## src/rtl/alu_seq_exec.sv

```systemverilog
// Execute-stage ALU: single-cycle simple ops, 32-iteration shift-add MUL and restoring DIV,
// valid/ready on both sides. Define ALU_SIGNED_MULDIV_EN for two's-complement MUL/DIV.
module alu_seq_exec #(
  parameter int WIDTH = 32,
  parameter int ITERS = 32
) (
  input  logic                     clk,
  input  logic                     rst,
  input  logic                     in_valid,
  output logic                     in_ready,
  input  logic [3:0]               alu_op,
  input  logic                     is_shamt,
  input  logic [$clog2(WIDTH)-1:0] shamt,
  input  logic [WIDTH-1:0]         a,
  input  logic [WIDTH-1:0]         b,
  output logic                     out_valid,
  input  logic                     out_ready,
  output logic [WIDTH-1:0]         result,
  output logic [WIDTH-1:0]         result_hi,
  output logic                     zero,
  output logic                     busy
);

  localparam int SW = $clog2(WIDTH);
  localparam int CW = (ITERS > 1) ? $clog2(ITERS) : 1;

  localparam logic [3:0] OP_SLL  = 4'd0;
  localparam logic [3:0] OP_SRA  = 4'd1;
  localparam logic [3:0] OP_SRL  = 4'd2;
  localparam logic [3:0] OP_MUL  = 4'd3;
  localparam logic [3:0] OP_DIV  = 4'd4;
  localparam logic [3:0] OP_ADD  = 4'd5;
  localparam logic [3:0] OP_SUB  = 4'd6;
  localparam logic [3:0] OP_AND  = 4'd7;
  localparam logic [3:0] OP_OR   = 4'd8;
  localparam logic [3:0] OP_XOR  = 4'd9;
  localparam logic [3:0] OP_NOR  = 4'd10;
  localparam logic [3:0] OP_SLT  = 4'd11;
  localparam logic [3:0] OP_SLTU = 4'd12;

  typedef enum logic [1:0] {IDLE, BUSY, DONE} state_t;

  state_t           state_reg;
  logic [CW-1:0]    cnt_reg;
  logic [WIDTH-1:0] hi_reg, lo_reg, mcand_reg;
  logic             is_div_reg, neg_lo_reg, neg_hi_reg;
  logic             out_valid_reg, zero_reg, busy_reg;
  logic [WIDTH-1:0] result_reg, result_hi_reg;

  logic             accept, is_muldiv;
  logic [SW-1:0]    shift_amt;
  logic [WIDTH-1:0] simple_res;
  logic [WIDTH-1:0] a_mag, b_mag;
  logic             load_neg_lo, load_neg_hi;
  logic [WIDTH:0]   mul_sum;
  logic             div_ge;
  logic [WIDTH-1:0] step_hi, step_lo, fin_hi, fin_lo;

  assign in_ready  = (state_reg == IDLE) || (state_reg == DONE && out_ready);
  assign accept    = in_valid && in_ready;
  assign is_muldiv = (alu_op == OP_MUL) || (alu_op == OP_DIV);

  assign out_valid = out_valid_reg;
  assign result    = result_reg;
  assign result_hi = result_hi_reg;
  assign zero      = zero_reg;
  assign busy      = busy_reg;

  always_comb begin
    shift_amt  = is_shamt ? shamt : a[SW-1:0];
    simple_res = '0;
    case (alu_op)
      OP_SLL:  simple_res = b << shift_amt;
      OP_SRA:  simple_res = $signed(b) >>> shift_amt;
      OP_SRL:  simple_res = b >> shift_amt;
      OP_ADD:  simple_res = a + b;
      OP_SUB:  simple_res = a - b;
      OP_AND:  simple_res = a & b;
      OP_OR:   simple_res = a | b;
      OP_XOR:  simple_res = a ^ b;
      OP_NOR:  simple_res = ~(a | b);
      OP_SLT:  simple_res = {{(WIDTH-1){1'b0}}, ($signed(a) < $signed(b))};
      OP_SLTU: simple_res = {{(WIDTH-1){1'b0}}, (a < b)};
      default: simple_res = '0;
    endcase
  end

  // Operands are iterated as magnitudes; sign flags restore the result at the end.
`ifdef ALU_SIGNED_MULDIV_EN
  assign a_mag       = a[WIDTH-1] ? -a : a;
  assign b_mag       = b[WIDTH-1] ? -b : b;
  assign load_neg_lo = (alu_op == OP_DIV) ? ((a[WIDTH-1] ^ b[WIDTH-1]) && (b != '0))
                                          : (a[WIDTH-1] ^ b[WIDTH-1]);
  assign load_neg_hi = (alu_op == OP_DIV) && a[WIDTH-1];
`else
  assign a_mag       = a;
  assign b_mag       = b;
  assign load_neg_lo = 1'b0;
  assign load_neg_hi = 1'b0;
`endif

  // One iteration: MUL shifts {hi,lo} right adding the multiplicand; DIV shifts the
  // dividend out of lo into hi and subtracts the divisor when it fits.
  always_comb begin
    mul_sum = {1'b0, hi_reg} + (lo_reg[0] ? {1'b0, mcand_reg} : '0);
    div_ge  = ({hi_reg, lo_reg[WIDTH-1]} >= {1'b0, mcand_reg});
    if (is_div_reg) begin
      if (div_ge) begin
        step_hi = WIDTH'({hi_reg, lo_reg[WIDTH-1]} - {1'b0, mcand_reg});
        step_lo = {lo_reg[WIDTH-2:0], 1'b1};
      end else begin
        step_hi = {hi_reg[WIDTH-2:0], lo_reg[WIDTH-1]};
        step_lo = {lo_reg[WIDTH-2:0], 1'b0};
      end
    end else begin
      step_hi = mul_sum[WIDTH:1];
      step_lo = {mul_sum[0], lo_reg[WIDTH-1:1]};
    end
  end

  always_comb begin
    fin_hi = step_hi;
    fin_lo = step_lo;
    if (is_div_reg) begin
      if (neg_lo_reg) fin_lo = -step_lo;
      if (neg_hi_reg) fin_hi = -step_hi;
    end else if (neg_lo_reg) begin
      {fin_hi, fin_lo} = -{step_hi, step_lo};
    end
  end

  always_ff @(posedge clk) begin
    if (rst) begin
      state_reg     <= IDLE;
      cnt_reg       <= '0;
      hi_reg        <= '0;
      lo_reg        <= '0;
      mcand_reg     <= '0;
      is_div_reg    <= 1'b0;
      neg_lo_reg    <= 1'b0;
      neg_hi_reg    <= 1'b0;
      out_valid_reg <= 1'b0;
      result_reg    <= '0;
      result_hi_reg <= '0;
      zero_reg      <= 1'b1;
      busy_reg      <= 1'b0;
    end else begin
      case (state_reg)
        IDLE, DONE: begin
          if (accept) begin
            if (is_muldiv) begin
              is_div_reg    <= (alu_op == OP_DIV);
              neg_lo_reg    <= load_neg_lo;
              neg_hi_reg    <= load_neg_hi;
              hi_reg        <= '0;
              lo_reg        <= (alu_op == OP_DIV) ? a_mag : b_mag;
              mcand_reg     <= (alu_op == OP_DIV) ? b_mag : a_mag;
              cnt_reg       <= '0;
              out_valid_reg <= 1'b0;
              busy_reg      <= 1'b1;
              state_reg     <= BUSY;
            end else begin
              result_reg    <= simple_res;
              result_hi_reg <= '0;
              zero_reg      <= (simple_res == '0);
              out_valid_reg <= 1'b1;
              state_reg     <= DONE;
            end
          end else if (state_reg == DONE && out_ready) begin
            out_valid_reg <= 1'b0;
            state_reg     <= IDLE;
          end
        end
        BUSY: begin
          hi_reg  <= step_hi;
          lo_reg  <= step_lo;
          cnt_reg <= cnt_reg + 1'b1;
          if (cnt_reg == CW'(ITERS - 1)) begin
            result_reg    <= fin_lo;
            result_hi_reg <= fin_hi;
            zero_reg      <= (fin_lo == '0);
            out_valid_reg <= 1'b1;
            busy_reg      <= 1'b0;
            cnt_reg       <= '0;
            state_reg     <= DONE;
          end
        end
        default: state_reg <= IDLE;
      endcase
    end
  end

endmodule

```

## config.mk

```make
export PLATFORM = sky130hd
export DESIGN_NAME = alu_seq_exec
export DESIGN_NICKNAME = d
export VERILOG_FILES = /design/src/rtl/alu_seq_exec.sv
export SDC_FILE = /design/constraint.sdc
export NUM_CORES = 1
export LEC_CHECK = 0
export ABC_AREA = 1
export CAP_MARGIN = 30
export CELL_PAD_IN_SITES_DETAIL_PLACEMENT = 2
export CELL_PAD_IN_SITES_GLOBAL_PLACEMENT = 2
export CORE_MARGIN = 2
export CORE_UTILIZATION = 29
export CTS_BUF_LIST = sky130_fd_sc_hd__clkbuf_8
export DETAILED_ROUTE_END_ITERATION = 8
export PLACE_DENSITY_LB_ADDON = 0.1
export SETUP_SLACK_MARGIN = 0.02
export SYNTH_ARGS = -nofsm -noshare
export SYNTH_HDL_FRONTEND = slang
export SYNTH_SLANG_ARGS = --single-unit
```

## constraint.sdc

```tcl
create_clock -name clk -period 3.15 [get_ports clk]
set_clock_uncertainty 0.1 [all_clocks]
set_input_delay 0.945 -clock clk [delete_from_list [all_inputs] [get_ports clk]]
set_output_delay 0.945 -clock clk [all_outputs]
set_load 0.02 [all_outputs]
```

==> metrics.md, run 1 <==
| Metric | Value |
|---|---|
| Grt ovf | `between 400 and 500` |
| Synth cell types | `55` |
| Max Root-Sink Buffers | `2` |
| Hpwl dp | `roughly 140000 um` |
| Largest net degree at the start of global routing | `84` |
| # IOs | `~150` |
| Async SR Flop Fraction | `0%` |
| Synthesized netlist cell count | `between 4000 and 5000` |
| Pre-CTS setup slack | `-1696 ps` |
| Stop Error | `[ERROR GRT-0232] Routing congestion too high. Check the congestion heatmap in the GUI.` |
| Post-synth top flop | `dfxtp_1` |
| Root Driver | `clkbuf_8` |
| Outcome | `stopped before the end` |
| Top cells by area, synth | `nand2_1 (18%), dfxtp_1 (15%), nand3_1 (12%)` |
| Fail Step | `global routing (5_1_grt)` |
| Post-synth top area cell | `nand2_1` |
| Syn. warnings | `0` |
| Post-CTS Hold Buffers | `0` |
| Initial Util | `a little under 30%` |
| Post-synth EDFFs | `0` |
| FF+latch count, synth | `171` |
| CTS buffer count | `17` |
| Tot GR Track Use | `73.88%` |
| Rows | `102` |
| Post-synthesis cell area | `~23000 um2` |
| WEP type | `register data pin` |
| Placer Congestion | `1.008` |
| Syn Area/Cell | `between 5 and 6 um2` |
| Area after DPL | `about 32000 um2` |
| Port-buffer cells | `between 100 and 150` |
| Post-synth top area share | `a little under a fifth` |
| H-tree depth | `4` |
| GR repair worst EP | `zero$_SDFFE_PP1P_/D` |
| Sequential area share after synthesis | `between 10% and 20%` |
| Syn nets | `4333` |
| Die height | `283.6 um` |
| Placed Instances | `around 6000` |
| Sink Count | `171` |
| Die span in x | `283.6 um` |
## kinds of logic after synthesis
group | synth area share (%)
simple gates | 40.85
compound gates | 20.09
buf+inv | 12.29
fa+ha+maj | 10.23
flops | 15.10
xor+xnor | 1.391
mux | 0.04416
## metal layers
metal  track usage [%]  GRT overflow
met5             23.69             0
met4             77.74           164
met3             53.31             3
met2             95.37           233
met1             71.93             3
## Yosys cell counts, drive strengths merged, types with 11 or more instances
cell type and count:
nand3 557, o211ai 37, nor3 40, xor2 20, a21o 11, inv 512
o21ai 358, dfxtp 171, o22ai 20, ha 179, o21bai 17, a31oi 68
or2 32, buf 61, nand2 1118, xnor2 16, clkbuf 130, nor2 330
a221oi 13, nand4 50, a21oi 275
## stage by stage
stage / utilization [%] / hold WS, ps
floorplan: - / 338.9
detailed placement: 41.36 / 363.8
CTS: 46.07 / 379.8
global placement: 41.36 / 354.1
## timing repair
item,4_1_cts
gates cloned,9
setup buffers,75
endpoints found under the hold margin,0
resized for setup,801
endpoints found under the setup margin,95
pin swaps,155
==> inputs of run 2 (changes only) <==
==> config.mk (replaced) <==
export PLATFORM = sky130hd
export DESIGN_NAME = alu_seq_exec
export DESIGN_NICKNAME = d
export VERILOG_FILES = /design/src/rtl/alu_seq_exec.sv
export SDC_FILE = /design/constraint.sdc
export NUM_CORES = 1
export LEC_CHECK = 0
export ABC_AREA = 1
export CAP_MARGIN = 30
export CORE_MARGIN = 2
export CORE_UTILIZATION = 25
export DETAILED_ROUTE_END_ITERATION = 8
export PLACE_DENSITY_LB_ADDON = 0.15
export SYNTH_ARGS = -nofsm -noshare
export SYNTH_HDL_FRONTEND = slang
export SYNTH_SLANG_ARGS = --single-unit
==> constraint.sdc (replaced) <==
create_clock -name clk -period 4.1 [get_ports clk]
set_clock_uncertainty 0.1 [all_clocks]
set_input_delay 1.23 -clock clk [delete_from_list [all_inputs] [get_ports clk]]
set_output_delay 1.23 -clock clk [all_outputs]
set_load 0.02 [all_outputs]
==> run 2 against run 1 <==
Area after synthesis is the same. Synthesized cell count is the same. The flow now finishes without violations.
==> metrics.md, run 2 <==
| Metric | Value |
|---|---|
| Slowest cell on the critical path | `clkdlybuf4s50_1` |
| Nets | `between 5000 and 6000` |
| Vias | `30280` |
| Die span in x | `roughly 310 um` |
| H-tree depth | `4` |
| WP data arrival | `about 4300 ps` |
| Max FO, Critical Path | `5` |
| Initial antenna violation count | `7` |
| Hpwl dp | `roughly 110000 um` |
| Die area | `93090 um2` |
| Synth-to-Final Area Change | `39.35%` |
| Worst setup path class | `in2reg` |
| Outcome | `complete, no violations` |
| Root Driver | `clkbuf_16` |
| Crit path required time | `~4400 ps` |
| Crit share post-route | `a little over nine tenths` |
| Gr busiest metal | `met2` |
| Tot GR Track Use | `between 20 and 30%` |
| Placer Congestion | `1.028` |
| Sink Count | `171` |
| Commonest non-fill, non-tap cells in the layout | `nand2_1 (1098), buf_4 (664), nand3_1 (533)` |
| Largest stage delay, worst path | `570 ps` |
| Post-synth EDFFs | `0` |
| Most frequent CP cell | `nand2_1` |
| Largest delay contributor family on the critical path | `buffers and inverters` |
| Fill count | `between 10000 and 15000` |
| Tot Pwr | `7.450 mW` |
| Detailed-route DRC error count | `0` |
| Fin. Hold Viols | `0` |
| Routed len/inst | `approximately 23 um` |
| Final Util | `between 30% and 40%` |
| Final Critical Period | `~4000 ps` |
| GRT met1 Usage | `between 30% and 40%` |
| Die height | `between 300 and 400 um` |
| Async SR Flop Fraction | `0%` |
| Top cells by count, synth | `nand2_1 (1114), nand3_1 (544), inv_1 (505)` |
| Detailed-router iteration count before antenna repair | `7` |
| Post-synth top flop | `dfxtp_1` |
| Grt ovf | `0` |
| Top-count cell post-synth | `nand2_1` |
| Synthesized netlist cell count | `4072` |
| Vias in the first global route | `~29000` |
| Clk Latency, worst-skew pair | `470 ps` |
| Crit-path cells | `clkdlybuf4s50_1 > buf_6 > ha_1 > inv_1 > buf_4 > o21bai_1 > nand2_1 > nand2_1 > buf_4 > nand2_1 > nand2_1 > inv_1 > nand2_1 > nand2_1 > nand3_1 > nand4_1 > nor2_2 > buf_4 > nor2_1 > nor3_1 > buf_4 > nor2_1` |
| Sequential area share after synthesis | `between 10% and 20%` |
| Final setup viols | `0` |
| CORE AREA | `~90000 um2` |
| Syn. warnings | `0` |
| Global-route wire length before repair | `between 150000 and 200000 um` |
| Area after DPL | `roughly 30000 um2` |
| Final ANT Viol Nets | `0` |
| Grt met2 use | `45.98%` |
| Syn Area/Cell | `5.566 um2` |
| CTS buffer count | `17` |
| Post-synthesis cell area | `22670 um2` |
| M3 GR Usage | `2.406%` |
| Port-buffer cells | `between 100 and 150` |
| Largest net degree at the start of global routing | `85` |
| 1st-iter DRT viols | `slightly below 3000` |
| Leak | `between 15 and 20 nW` |
| Top cells by area, synth | `nand2_1 (18%), dfxtp_1 (15%), nand3_1 (12%)` |
| Clock Pin Slew Worst Setup and Hold Paths | `~90 ps` |
| Peak Freq | `0.2511 GHz` |
| CTS tree | `done` |
| Antenna diode count | `0` |
| Power density cells | `about 240 nW/um2` |
| Max IR drop VDD | `around 0.00030 V` |
| Final Non-Filler Cells | `5930` |
| Vias per std cell | `about 5` |
| Detailed Route WL | `around 130000 um` |
| Placed Instances | `5893` |
| Worst slew margin | `between 40 and 50%` |
| Slack of the worst reg-to-reg path | `between 500 and 600 ps` |
| Post-synth top area share | `18.45%` |
| Fin. max-slew vios | `0` |
| Max Root-Sink Buffers | `2` |
| HP Class | `reg2reg` |
| FF+latch count, synth | `about 170` |
| Worst setup EP type | `flip-flop` |
| Worst-margin pin slew | `just under 800 ps` |
| Synth cell types | `55` |
| CP bufs+invs | `8` |
| Initial Util | `around 25%` |
| Syn nets | `about 4300` |
| Max-cap viol count | `0` |
| Startpoint types | `primary input` |
| Most common cell after layout, fill and taps aside | `nand2_1` |
| Post-synth top area cell | `nand2_1` |
| Ratio of cells with drive above 1 in the final layout | `about 19%` |
| Design Area, Final | `between 30000 and 40000 um2` |
| # IOs | `~150` |
| Rows | `110` |
| Post-CTS Hold Buffers | `0` |
[run 2: through the flow]
stage | worst slack, ps | hold slack, ps | setup TNS, ps
final | 117.8 | 366.4 | 0
after floorplan | 693.9 | 338.9 | 0
after CTS | 6.422 | 369.9 | 0
after global placement | -913.8 | 351.2 | -9828
after global routing | -44.71 | 387.8 | -55.06
after detailed placement | -846.8 | 358.0 | -9507
[run 2: cells by family (layout without fill, tap and decap cells)]
family                     after synthesis  after routing  synth area share [%]
DFF                                    171            171                 15.10
and+or+nand+nor                       2152           2152                 40.85
muxes                                    1              1               0.04416
buffers and inverters                  705           1387                 12.29
adders and majority gates              183            183                 10.23
xor gates and xnor gates                36             36                 1.391
AOI/OAI and AO/OA                      824            824                 20.09
[run 2: metal layers]
layer  vias to the layer above  wire [um]  part of all wire (%)
met4                         4       6249                   4.7
met1                     14270      59800                    45
met3                       171       7231                   5.4
met2                      1023      60710                    45
met5                         -         21                 0.016
li1                      14810          -                     -
[run 2: path summary, 6_finish.rpt]
path                start    endpoint  cells after the start
max                 a[12]  result[20]                     22
min            lo_reg[25]  lo_reg[25]                      2
max reg2reg  mcand_reg[7]  hi_reg[13]                     16
min reg2reg    lo_reg[25]  lo_reg[25]                      2
[run 2: timing repair]
action                     4_1_cts  5_1_grt
pin swaps                        1       15
setup buffers                    1        4
setup endpoints to repair        6       11
resized for setup               22      165
[run 2: area by class of cell]
| cell class | count | area (um2) | share of cell area [%] |
|---|---|---|---|
| Tap cell | 1176 | 1471 | 4.658 |
| Multi-Input combinational cell | 3196 | 17030 | 53.93 |
| Inverter | 514 | 1936 | 6.128 |
| Clock inverter | 15 | 214.0 | 0.6774 |
| Clock buffer | 17 | 425.4 | 1.347 |
| Timing Repair Buffer | 841 | 7079 | 22.41 |
| Sequential cell | 171 | 3427 | 10.85 |
[run 2: tightest hold or removal path: stages, from the launching register on]
cell and delay [ps]:
dfxtp_1 310, inv_1 60, a21oi_1 50
[run 2: power breakdown]
group          switching [mW]  total, mW  internal [mW]
Combinational            2.32       3.82           1.50
Clock                   0.885       1.78          0.895
Sequential             0.0835       1.85           1.77
(Power assumes the default switching activity.)
